[src/rtl/regfile_wb_arbiter.sv]
// regfile_wb_arbiter
//
// Purpose:
//   Shares the register file's single write port among NREQ write-back
//   sources (ALU, load unit, mult/div, ...). Each cycle at most one valid
//   requester is granted. Its destination register and data are captured
//   into a registered output stage, which drives the register file write
//   port in the following cycle. A 32-bit pending-write scoreboard tracks
//   registers reserved by the issue stage whose write has not yet committed,
//   so the issue stage can detect RAW hazards.
//
// Configuration macro:
//   WB_ROUND_ROBIN_EN  defined   -> round-robin arbitration from a pointer
//                      undefined -> fixed priority, lowest index wins
//
// Parameters:
//   NREQ  number of write-back requesters (2..8)
//   RR_W  width of the grant index / round-robin pointer (2**RR_W >= NREQ)
//
// Ports:
//   clk            rising-edge clock
//   reset          synchronous, active-high reset
//   req_valid      per-requester write pending
//   req_reg        per-requester destination register, slice [5i+4:5i]
//   req_data       per-requester write data, slice [32i+31:32i]
//   req_ready      one-hot grant (transfer when valid & ready)
//   reserve_valid  issue stage reserves a destination register
//   reserve_reg    register being reserved
//   write_enable   register file write enable (registered)
//   write_reg      register file write address (registered)
//   write_data     register file write data (registered)
//   pending        bit r set = write to register r still in flight

module regfile_wb_arbiter #(
  parameter int NREQ = 3,
  parameter int RR_W = 2
) (
  input  logic                 clk,
  input  logic                 reset,
  input  logic [NREQ-1:0]      req_valid,
  input  logic [5*NREQ-1:0]    req_reg,
  input  logic [32*NREQ-1:0]   req_data,
  output logic [NREQ-1:0]      req_ready,
  input  logic                 reserve_valid,
  input  logic [4:0]           reserve_reg,
  output logic                 write_enable,
  output logic [4:0]           write_reg,
  output logic [31:0]          write_data,
  output logic [31:0]          pending
);

  // NREQ in the index width plus one bit, used for the modulo wrap.
  localparam logic [RR_W:0] NREQ_W = (RR_W+1)'(NREQ);

  logic            grant_any;
  logic [RR_W-1:0] grant_idx;
  logic [4:0]      sel_reg;
  logic [31:0]     sel_data;

  logic        write_enable_q, write_enable_d;
  logic [4:0]  write_reg_q,    write_reg_d;
  logic [31:0] write_data_q,   write_data_d;
  logic [31:0] pending_q,      pending_d;

`ifdef WB_ROUND_ROBIN_EN
  logic [RR_W-1:0] rr_ptr_q, rr_ptr_d;
  logic [NREQ-1:0] valid_rot;
  logic [RR_W:0]   cand_idx;
  logic [RR_W:0]   ptr_next;

  // Rotate the valid vector so the pointer position lands at bit 0, then
  // take the first set bit; the winner's real index is ptr + k, wrapped.
  always_comb begin
    grant_any = 1'b0;
    grant_idx = '0;
    cand_idx  = '0;
    valid_rot = NREQ'({req_valid, req_valid} >> rr_ptr_q);
    for (int k = 0; k < NREQ; k++) begin
      if (!grant_any && valid_rot[k]) begin
        grant_any = 1'b1;
        cand_idx  = {1'b0, rr_ptr_q} + (RR_W+1)'(k);
        if (cand_idx >= NREQ_W) begin
          cand_idx = cand_idx - NREQ_W;
        end
        grant_idx = cand_idx[RR_W-1:0];
      end
    end
    if (reset) begin
      grant_any = 1'b0;
      grant_idx = '0;
    end
  end

  // After a grant to i the search starts at i+1 (mod NREQ); otherwise hold.
  always_comb begin
    rr_ptr_d = rr_ptr_q;
    ptr_next = {1'b0, grant_idx} + (RR_W+1)'(1);
    if (ptr_next == NREQ_W) begin
      ptr_next = '0;
    end
    if (grant_any) begin
      rr_ptr_d = ptr_next[RR_W-1:0];
    end
  end

  always_ff @(posedge clk) begin
    if (reset) begin
      rr_ptr_q <= '0;
    end else begin
      rr_ptr_q <= rr_ptr_d;
    end
  end
`else
  // Fixed priority: the lowest-indexed valid requester wins.
  always_comb begin
    grant_any = 1'b0;
    grant_idx = '0;
    for (int k = 0; k < NREQ; k++) begin
      if (!grant_any && req_valid[k]) begin
        grant_any = 1'b1;
        grant_idx = RR_W'(k);
      end
    end
    if (reset) begin
      grant_any = 1'b0;
      grant_idx = '0;
    end
  end
`endif

  // Decode the winning index into the one-hot ready and mux its payload.
  always_comb begin
    req_ready = '0;
    sel_reg   = '0;
    sel_data  = '0;
    for (int i = 0; i < NREQ; i++) begin
      if (grant_any && (grant_idx == RR_W'(i))) begin
        req_ready[i] = 1'b1;
        sel_reg      = req_reg[5*i +: 5];
        sel_data     = req_data[32*i +: 32];
      end
    end
  end

  // A grant to register 0 is accepted but never becomes a write. The
  // address/data registers only load on a real write, so they hold otherwise.
  always_comb begin
    write_enable_d = grant_any && (sel_reg != 5'd0);
    write_reg_d    = write_enable_d ? sel_reg  : write_reg_q;
    write_data_d   = write_enable_d ? sel_data : write_data_q;
  end

  // Clear on the commit edge, then apply the reservation so that a
  // re-reservation of the same register on the same edge wins.
  always_comb begin
    pending_d = pending_q;
    if (write_enable_q) begin
      pending_d[write_reg_q] = 1'b0;
    end
    if (reserve_valid && (reserve_reg != 5'd0)) begin
      pending_d[reserve_reg] = 1'b1;
    end
    pending_d[0] = 1'b0;
  end

  always_ff @(posedge clk) begin
    if (reset) begin
      write_enable_q <= 1'b0;
      write_reg_q    <= '0;
      write_data_q   <= '0;
      pending_q      <= '0;
    end else begin
      write_enable_q <= write_enable_d;
      write_reg_q    <= write_reg_d;
      write_data_q   <= write_data_d;
      pending_q      <= pending_d;
    end
  end

  assign write_enable = write_enable_q;
  assign write_reg    = write_reg_q;
  assign write_data   = write_data_q;
  assign pending      = pending_q;

endmodule

[config.mk]
export PLATFORM = sky130hd
export DESIGN_NAME = regfile_wb_arbiter
export DESIGN_NICKNAME = d
export VERILOG_FILES = /design/src/rtl/regfile_wb_arbiter.sv
export SDC_FILE = /design/constraint.sdc
export NUM_CORES = 1
export LEC_CHECK = 0
export BUFFER_PORTS_ARGS = -buffer_cell sky130_fd_sc_hd__buf_2
export CAP_MARGIN = 20
export CORE_MARGIN = 2
export CORE_UTILIZATION = 40
export DETAILED_ROUTE_END_ITERATION = 6
export PLACE_DENSITY = 0.75
export SYNTH_ARGS = -nofsm -noshare
export SYNTH_HDL_FRONTEND = slang
export SYNTH_SLANG_ARGS = --single-unit
[constraint.sdc]
create_clock -name clk -period 2.2 [get_ports clk]
set_input_delay 0.33 -clock clk [delete_from_list [all_inputs] [get_ports clk]]
set_output_delay 0.33 -clock clk [all_outputs]
set_load 0.01 [all_outputs]
==> metrics.cfg, run 1 <==
[status]
outcome=completed

[sta]
finClkSkew_ps=5.02
tightest_slew_ps=660
timing.slew.headroom=0.559
min_period_ps=1880
tns_ps=0
rsz0062_at_grt=false
setup-violations-final=0
timing.fmax_ghz=0.532
slew_viol_final=0
hold_viol=0
finalCritPeriodShare=0.854

[synth]
synthDominantCellAreaShare=0.427
synthArstFlopShare=0
ys_types=36
synth_edf_count=0
syn-num-nets=482
yosysMostFrequentCell=nand2_1
syn_area_um2=3230
synthTopCellsByCount=nand2_1 (76), dfxtp_1 (69), o21ai_0 (40)
synth_top_family_by_area=compound AO/OA/AOI/OAI gates
synth_compound_area_frac=0.245
yosys.area_share.simple=0.162
ys.flop_type=dfxtp_1
synth.area.mux_share=0.0991
synth_adder_area_share=0
ys_ff_latch=69
yosysWarnings=0
synth_xor_xnor_area_share=0
synthTopCellsByArea=dfxtp_1 (43%), a222oi_1 (9.9%), mux2i_1 (9.9%)
syn_area_per_cell_um2=8.98
ys_seq_area_frac=0.427
yosys.area.top_type=dfxtp_1
syn_inst=360

[die]
core_um2=7770
pin_count=195
placementRows=32
die_h_um=93.9
dieArea_um2=8810
fp.dieW_um=93.9
initial_core_util=0.416

[routing]
drt_first_iter_violations=246
vias=3607
via_per_inst=5.57
post-route-drc-count=0
routed_wl_um=10300
ant_nets=0
routedWlPerCell_um=15.8
drtPass1Iterations=6

[critical_path]
crit_path_frequent_cell=buf_2
rr_worst_depth=3
reg2reg_slack_ps=720
path_cells=buf_2, inv_1, and3_2, buf_2
path_buf_inv=3
r2r-end=pending[17]$_SDFF_PP0_
critPathArrivalTime_ps=1550
worst-setup-path-type=in -> out
crit_family=simple AND/OR/NAND/NOR gates
critPathMaxFanout=33
crit_start=reset
cp_slowest_stage_delay_ps=620
start_kind=input port
cp_data_required_time_ps=1870
crit_path_end_kind=output pin
r2r-start=write_reg[4]$_SDFFE_PP0P_
crit_slowest_cell=and3_2

[hold_path]
hp-start=req_data[16]
min_to=write_data[16]$_SDFFE_PP0P_
hp-class=in -> reg
min_path_cells=3

[cts]
cts_sinks=69
cts_max_path_buffers=2
post_cts_buffers=0
hold_buffers=0
clkTransAtPathRegs_ps=80
numCtsBuffers=9
post_cts_resized=0
tritoncts=built
htree_levels=3
cts.root.buffer_cell=clkbuf_8
clk_latency_ps=340

[placement]
place_hpwl_um=7720
place_inst=632
numPortBuffers=193
place_congestion=0.859

[finish]
n_antenna_cell=0
multi_input_area_um2=1650
nFillCells=736
largest_reg_flops=32
area_growth_pct=35.7
fin_nets=663
register_area_um2=1380
fin_cells=648
layout-drive-gt1-share=0.416

[power_and_ir_drop]
peakVddDrop_v=0.000373
fin_total_pwr_mw=2.95
power.leakage_nw=2.02
power.density_nw_per_um2=674

[global_route]
grt_overflow_total=0
grt_max_degree=34
grt_pass1_vias=3279
track_usage=0.222
grt_antenna_before_repair=0
grt_pass1_wl_um=15400

[job]
drv_cap=0

cell usage in the layout, fill, tap and decap left out, drive strengths merged:
cell and count:
a211oi 1, a21oi 32, a221o 1, a221oi 2, a222oi 32, a311oi 2, and2b 1, and3 3
and3b 2, buf 199, bufinv 1, clkbuf 12, clkinv 2, clkinvlp 1, conb 1, dfxtp 69
inv 4, mux2i 32, nand2 76, nand2b 1, nand3 3, nand3b 5, nand4 1, nor2 9
nor2b 2, nor3 1, nor3b 4, o2111a 1, o21ai 40, o22ai 1, o32ai 2, or3 1
or3b 2
metrics by stage:
stage / utilization / worst slack, ps / instance area, um2 / hold slack, ps
after floorplan: - / 552 / 3230 / 473
after global placement: 0.540 / 389 / 4190 / 443
after detailed placement: 0.540 / 248 / 4190 / 451
final: 0.565 / 321 / 4390 / 272
after global routing: 0.565 / 248 / 4390 / 269
after CTS: 0.565 / 363 / 4390 / 248
layer usage:
layer / GRT usage / vias up / part of all wire
met5: 0 / - / 0
met3: 0.0498 / 20 / 0.081
met1: 0.255 / 1660 / 0.39
met4: 0.0857 / 0 / 0.021
li1: - / 1707 / -
met2: 0.398 / 220 / 0.51
area by class of cell:
class / count / share of cell area
sequential: 69 / 0.315
clock buffer: 12 / 0.0331
timing repair buffer: 199 / 0.233
clock inverter: 4 / 0.0108
multi-input combinational: 258 / 0.375
tap: 102 / 0.0291
inverter: 4 / 0.00342
how the worst max path moves through the flow:
stage	endpoint	slack, ps	cells past startpoint
detailed placement	write_data[20]$_SDFFE_PP0P_	250	7
global placement	write_data[9]$_SDFFE_PP0P_	390	7
floorplan	write_data[10]$_SDFFE_PP0P_	550	8
global route	req_ready[1]	250	4
CTS	req_ready[1]	360	4
finish	req_ready[1]	320	4
where the power goes:
part | switching, mW | total (mW) | internal, mW
registers | 0.0558 | 1.38 | 1.33
logic | 0.308 | 0.566 | 0.257
clock network | 0.454 | 1.01 | 0.552
total | 0.818 | 2.95 | 2.14
cell families (layout without fill, tap and decap cells):
family,after synthesis,in the layout
AOI/OAI and AO/OA,114,114
and+or+nand+nor,111,111
DFF,69,69
buffers and inverters,33,219
muxes,32,32
other,1,1
worst min-delay path, delay by kind of cell:
family	cells	cell delay [ps]
buffers and inverters	1	70
muxes	1	110
AOI/OAI and AO/OA	1	50
No activity file was read; power rests on OpenSTA's default activity.
==> run 2, diff against run 1 <==
--- a/config.mk
+++ b/config.mk
@@ -7,10 +7,11 @@
 export LEC_CHECK = 0
 export BUFFER_PORTS_ARGS = -buffer_cell sky130_fd_sc_hd__buf_2
 export CAP_MARGIN = 20
-export CORE_MARGIN = 2
+export CORE_MARGIN = 4
 export CORE_UTILIZATION = 40
 export DETAILED_ROUTE_END_ITERATION = 6
 export PLACE_DENSITY = 0.75
+export REMOVE_ABC_BUFFERS = 1
 export SYNTH_ARGS = -nofsm -noshare
 export SYNTH_HDL_FRONTEND = slang
 export SYNTH_SLANG_ARGS = --single-unit
==> run 2 against run 1 <==
  * The run now ends with design-rule violations left
  * Non-clock buffer count rose by 1
  * Register-to-register slack got worse by 40 ps
  * Largest cell class unchanged
  * First-iteration DRC count rose by 33%
  * Worst hold slack got worse by 19 ps
  * Critical path type unchanged
  * Global-route usage fell by 0.57 points
  * Maximum frequency fell by 0.83%
  * Cell count rose by 0.15%
  * Design area rose by 0.57%
==> metrics.cfg, run 2 (synthesis gave the netlist of run 1 again) <==
[status]
outcome=finished with violations
violations=design-rule violations

[sta]
hold_viol=0  ; unchanged
setup-violations-final=0  ; unchanged
tightest_slew_ps=727  ; +67.2 ps
min_period_ps=1890  ; +15.7 ps
finClkSkew_ps=9.56  ; +4.55 ps
timing.fmax_ghz=0.528  ; -0.83%
rsz0062_at_grt=false
slew_viol_final=0  ; unchanged
finalCritPeriodShare=0.861  ; +0.00714
timing.slew.headroom=0.514  ; -0.0450

[cts]
post_cts_resized=0  ; unchanged
clkTransAtPathRegs_ps=80  ; about the same
clk_latency_ps=350  ; about the same
post_cts_buffers=0  ; unchanged
cts_max_path_buffers=2  ; unchanged
hold_buffers=0  ; unchanged
cts.root.buffer_cell=clkbuf_8
cts_sinks=69  ; unchanged
tritoncts=built
numCtsBuffers=9  ; unchanged
htree_levels=3  ; unchanged

[critical_path]
cp_data_required_time_ps=1870  ; about the same
crit_start=reset
critPathCapture=req_ready[1]
rr_worst_depth=3  ; unchanged
critPathMaxFanout=33  ; unchanged
start_kind=input port
worst-setup-path-type=in -> out
critPathArrivalTime_ps=1560  ; about the same
r2r-start=write_reg[4]$_SDFFE_PP0P_
reg2reg_slack_ps=680  ; -40 ps
r2r-end=pending[16]$_SDFF_PP0_
crit_path_end_kind=output pin

[power_and_ir_drop]
pwr-share-comb=0.187  ; -0.004
pwr-share-seq=0.457  ; -0.011
power.leakage_nw=2.03  ; +0.51%
p_clk_frac=0.356  ; +0.016
peakVddDrop_v=0.000357  ; -4.4%
power.switching_uw=858  ; +4.9%
power.density_nw_per_um2=687  ; +2.0%
internal-power_mw=2.17  ; +1.6%
sw_frac_of_total=0.283  ; +0.00629

[finish]
area_growth_pct=36.5
layout_common_cells=buf_2 (193), nand2_1 (76), dfxtp_1 (69), o21ai_0 (40)
layout-drive-gt1-share=0.420  ; +0.00472
n_antenna_cell=0  ; unchanged
fin_nets=664  ; +0.15%
postLayoutCoreUtil=0.565  ; about the same
fin_cells=649  ; +0.15%
largest_reg_flops=32  ; unchanged
nFillCells=746  ; +1.4%
final_common_cell=buf_2

[die]
initial_core_util=0.414  ; -0.00213
core_um2=7810  ; +0.52%
placementRows=32  ; unchanged
dieArea_um2=9580  ; +8.7%
fp.dieW_um=97.9  ; +4.3%
pin_count=195  ; unchanged
die_h_um=97.9  ; +4.3%

[placement]
place_inst=633  ; +0.16%
numPortBuffers=193  ; unchanged
place_hpwl_um=8040  ; +4.2%
place_congestion=0.810  ; -5.7%

[routing]
routed_wl_um=10700  ; +4.8%
vias=3536  ; -2.0%
drt_first_iter_violations=328  ; +33%
routedWlPerCell_um=16.6  ; +4.6%
ant_nets=0  ; unchanged
via_per_inst=5.45  ; -2.1%
drtPass1Iterations=7  ; +1
post-route-drc-count=5  ; +5

[job]
drv_cap=0  ; unchanged

[global_route]
grt_antenna_before_repair=0  ; unchanged
grt_pass1_vias=3346  ; +2.0%
track_usage=0.216  ; -0.00566
grt_pass1_wl_um=16600  ; +8.0%
grt_overflow_total=0  ; unchanged
grt_max_degree=34  ; unchanged

[hold_path]
hp-class=in -> reg

run 2: cell types whose count changed in the layout (fill, tap and decap cells not counted), sizes merged:
cell | before | now
buf | 199 | 200
clkbuf | 12 | 11
clkinvlp | 1 | 2
run 2: worst min-delay path by stage:
stage,slack [ps],end,start,cells past startpoint
floorplan,400,pending[10]$_SDFF_PP0_,reset,1
global placement,440,write_data[28]$_SDFFE_PP0P_,write_data[28]$_SDFFE_PP0P_,2
detailed placement,450,write_data[23]$_SDFFE_PP0P_,write_data[23]$_SDFFE_PP0P_,2
CTS,250,write_data[15]$_SDFFE_PP0P_,req_data[15],3
global route,270,write_data[21]$_SDFFE_PP0P_,req_data[21],3
finish,250,write_data[15]$_SDFFE_PP0P_,req_data[15],3
run 2: critical path, cell delays in order:
cell and delay (ps):
buf_2 160, inv_1 190, and3_2 620, buf_2 240
run 2: stage by stage:
stage / TNS [ps] / total power, mW / worst slack (ps) / hold WS (ps) / area (um2)
final: 0 / 3.03 / 306 / 252 / 4410
after global routing: 0 / 3.16 / 222 / 270 / 4410
after CTS: 0 / 3.05 / 332 / 249 / 4410
after detailed placement: 0 / 1.98 / 307 / 449 / 4200
after global placement: 0 / 1.97 / 363 / 442 / 4200
after floorplan: -25080 / 1.67 / -693 / 399 / 3040
run 2: power groups by stage:
stage	combinational (mW)	sequential, mW	clock [mW]
finish	0.566	1.38	1.08
global route	0.618	1.39	1.15
CTS	0.570	1.38	1.10
detailed placement	0.569	1.41	0
global placement	0.560	1.41	0
floorplan	0.237	1.44	0
run 2: metal layers:
metal  global-route usage  wire, um  vias up
li1                     -         -     1709
met1                0.255      4070     1604
met2                0.379      5430      203
met3               0.0521      1040       20
met4               0.0809       206        0
met5                    0         0        -
run 2: layout make-up:
cell class	instances	area (um2)	share of cell area
repair buffers	200	1030	0.234
clock buffers	11	151	0.0343
multi-input cells	258	1650	0.373
well taps	102	128	0.0289
clock inverters	5	58.8	0.0133
flip-flops and latches	69	1380	0.313
inverters	4	15.0	0.00340
==> run 3, diff against run 2 <==
--- a/config.mk
+++ b/config.mk
@@ -5,12 +5,13 @@
 export SDC_FILE = /design/constraint.sdc
 export NUM_CORES = 1
 export LEC_CHECK = 0
+export ABC_AREA = 1
 export BUFFER_PORTS_ARGS = -buffer_cell sky130_fd_sc_hd__buf_2
 export CAP_MARGIN = 20
 export CORE_MARGIN = 4
 export CORE_UTILIZATION = 40
 export DETAILED_ROUTE_END_ITERATION = 6
-export PLACE_DENSITY = 0.75
+export PLACE_DENSITY = 0.73
 export REMOVE_ABC_BUFFERS = 1
 export SYNTH_ARGS = -nofsm -noshare
 export SYNTH_HDL_FRONTEND = slang
==> run 3 against run 2 <==
  * Clock power barely moved
  * Count of clock-buffer cells in the layout down 1
  * Worst setup slack better by 250 ps
  * Global-route usage is 0.094 points lower
  * Largest cell class unchanged
  * Clock skew is 4.1 ps lower
  * Largest power group unchanged
  * The flow now finishes without violations
  * Maximum frequency up 15%
==> metrics.cfg, run 3 <==
[finish]
largest_reg_flops=32  ; unchanged
layout_common_cells=buf_2 (193), nand2_1 (168), dfxtp_1 (69), nor2_1 (66), nand3_1 (61)
final_common_cell=buf_2
area_growth_pct=34.6
layout-drive-gt1-share=0.302  ; -0.119
fin_nets=871  ; +31%
fin_cells=860  ; +33%
n_antenna_cell=0  ; unchanged
nFillCells=882  ; +18%

[die]
die_h_um=103  ; +5.1%
dieArea_um2=10600  ; +10%
core_um2=8720  ; +12%
initial_core_util=0.413  ; -0.00103
placementRows=34  ; +6.3%
pin_count=195  ; unchanged
fp.dieW_um=103  ; +5.1%

[sta]
slew_viol_final=0  ; unchanged
worst_slack_ps=560  ; +254 ps
rsz0062_at_grt=false
setup-violations-final=0  ; unchanged
finClkSkew_ps=5.49  ; -4.07 ps
tightest_slew_ps=605  ; -122 ps
finalCritPeriodShare=0.746  ; -0.115
timing.slew.headroom=0.596  ; +0.0823
hold_viol=0  ; unchanged
timing.fmax_ghz=0.610  ; +15%
min_period_ps=1640  ; -254 ps

[routing]
routedWlPerCell_um=13.5  ; -19%
post-route-drc-count=0  ; -5
wl_met2_um=5630  ; +3.7%
route.met3.wl_um=944  ; -8.9%
vias=4338  ; +23%
ant_nets=0  ; unchanged
m1WireLength_um=4860  ; +19%
routed_wl_um=11600  ; +7.9%
drt_first_iter_violations=144  ; -56%
drtPass1Iterations=5  ; -2
top_layer_used=met4
via_per_inst=5.04  ; -7.4%

[synth]
synthArstFlopShare=0  ; unchanged
synthTopCellsByCount=nand2_1 (168), dfxtp_1 (69), nor2_1 (67), nand3_1 (61), inv_1 (48)
synthTopCellsByArea=dfxtp_1 (38%), nand2_1 (18%), nand3_1 (8.5%)
yosysMostFrequentCell=nand2_1
yosysWarnings=0  ; unchanged
synth_edf_count=0  ; unchanged
ys_seq_area_frac=0.384  ; -0.0438
synthDominantCellAreaShare=0.384  ; -0.0438
syn_area_per_cell_um2=6.37  ; -29%
ys.flop_type=dfxtp_1
ys_ff_latch=69  ; unchanged
ys_types=23  ; -36%
yosys.area.top_type=dfxtp_1
syn_inst=565  ; +57%
syn_area_um2=3600  ; +11%

[cts]
htree_levels=3  ; unchanged
cts.root.buffer_cell=clkbuf_8
cts_max_path_buffers=2  ; unchanged
cts_sinks=69  ; unchanged
tritoncts=built
hold_buffers=0  ; unchanged
clkTransAtPathRegs_ps=70  ; about the same
post_cts_buffers=0  ; unchanged
numCtsBuffers=9  ; unchanged
clk_latency_ps=330  ; -20 ps
post_cts_resized=0  ; unchanged

[placement]
place_hpwl_um=8970  ; +12%
numPortBuffers=193  ; unchanged
place_ws_ps=209  ; -97.1 ps
place_inst=846  ; +34%
place_congestion=0.920  ; +14%

[global_route]
grt_overflow_total=0  ; unchanged
grt_pass1_wl_um=18100  ; +8.7%
grt_max_degree=38  ; +12%
grt_antenna_before_repair=0  ; unchanged
grt_pass1_vias=3890  ; +16%
track_usage=0.215  ; -0.000943

[hold_path]
hp-class=in -> reg

[critical_path]
critPathMaxFanout=35  ; +6.1%
cp_data_required_time_ps=2460  ; +590 ps
worst-setup-path-type=in -> reg
start_kind=input port
critPathArrivalTime_ps=1900  ; +340 ps
crit_path_end_kind=register

[power_and_ir_drop]
power.leakage_nw=2.45  ; +21%
peakVddDrop_v=0.000332  ; -7.1%
power.density_nw_per_um2=660  ; -4.0%

[job]
drv_cap=0  ; unchanged

[status]
outcome=completed

run 3: metrics by stage:
step / hold slack [ps] / area, um2 / setup TNS [ps] / util / power (mW)
global placement: 456 / 4630 / -537 / 0.531 / 2.13
global route: 284 / 4850 / 0 / 0.556 / 3.39
finish: 303 / 4850 / 0 / 0.556 / 3.20
detailed placement: 465 / 4640 / 0 / 0.532 / 2.15
CTS: 294 / 4850 / 0 / 0.556 / 3.22
floorplan: 399 / 3440 / -11550 / - / 1.80
run 3: final timing paths:
path,from,to,slack (ps),cells past startpoint
worst max register to register,write_reg[0]$_SDFFE_PP0P_,pending[21]$_SDFF_PP0_,970,3
worst max-delay path,req_valid[0],write_reg[0]$_SDFFE_PP0P_,560,9
worst min-delay path,reserve_reg[0],pending[1]$_SDFF_PP0_,300,3
worst min register to register,pending[2]$_SDFF_PP0_,pending[2]$_SDFF_PP0_,470,2
run 3: cell families after synthesis:
| family | synth area share |
|---|---|
| AOI/OAI and AO/OA | 0.0959 |
| buffers and inverters | 0.0976 |
| DFF | 0.384 |
| other | 0.00104 |
| and+or+nand+nor | 0.422 |
run 3: layer usage:
metal	GRT usage	vias to the layer above
met5	0	-
met4	0.0528	0
met3	0.0453	15
met2	0.374	186
met1	0.272	1938
li1	-	2199
run 3: final cells by class:
type | count | area [um2] | share of cell area
repair buffers | 204 | 1070 | 0.220
clock buffers | 10 | 128 | 0.0263
flip-flops and latches | 69 | 1380 | 0.285
inverters | 50 | 188 | 0.0387
clock inverters | 4 | 75.1 | 0.0155
well taps | 108 | 135 | 0.0279
multi-input cells | 415 | 1870 | 0.386
run 3: where the power goes:
| part | leakage, nW | switching (mW) | internal, mW |
|---|---|---|---|
| Combinational | 1.79 | 0.445 | 0.287 |
| Clock | 0.0945 | 0.447 | 0.626 |
| Sequential | 0.565 | 0.0553 | 1.34 |
run 3: critical path: stages:
cell,delay (ps)
buf_2,110
inv_1,60
nor2_2,50
buf_4,230
nand2_1,110
nand3_1,120
inv_2,430
nand3_1,240
o21bai_1,200
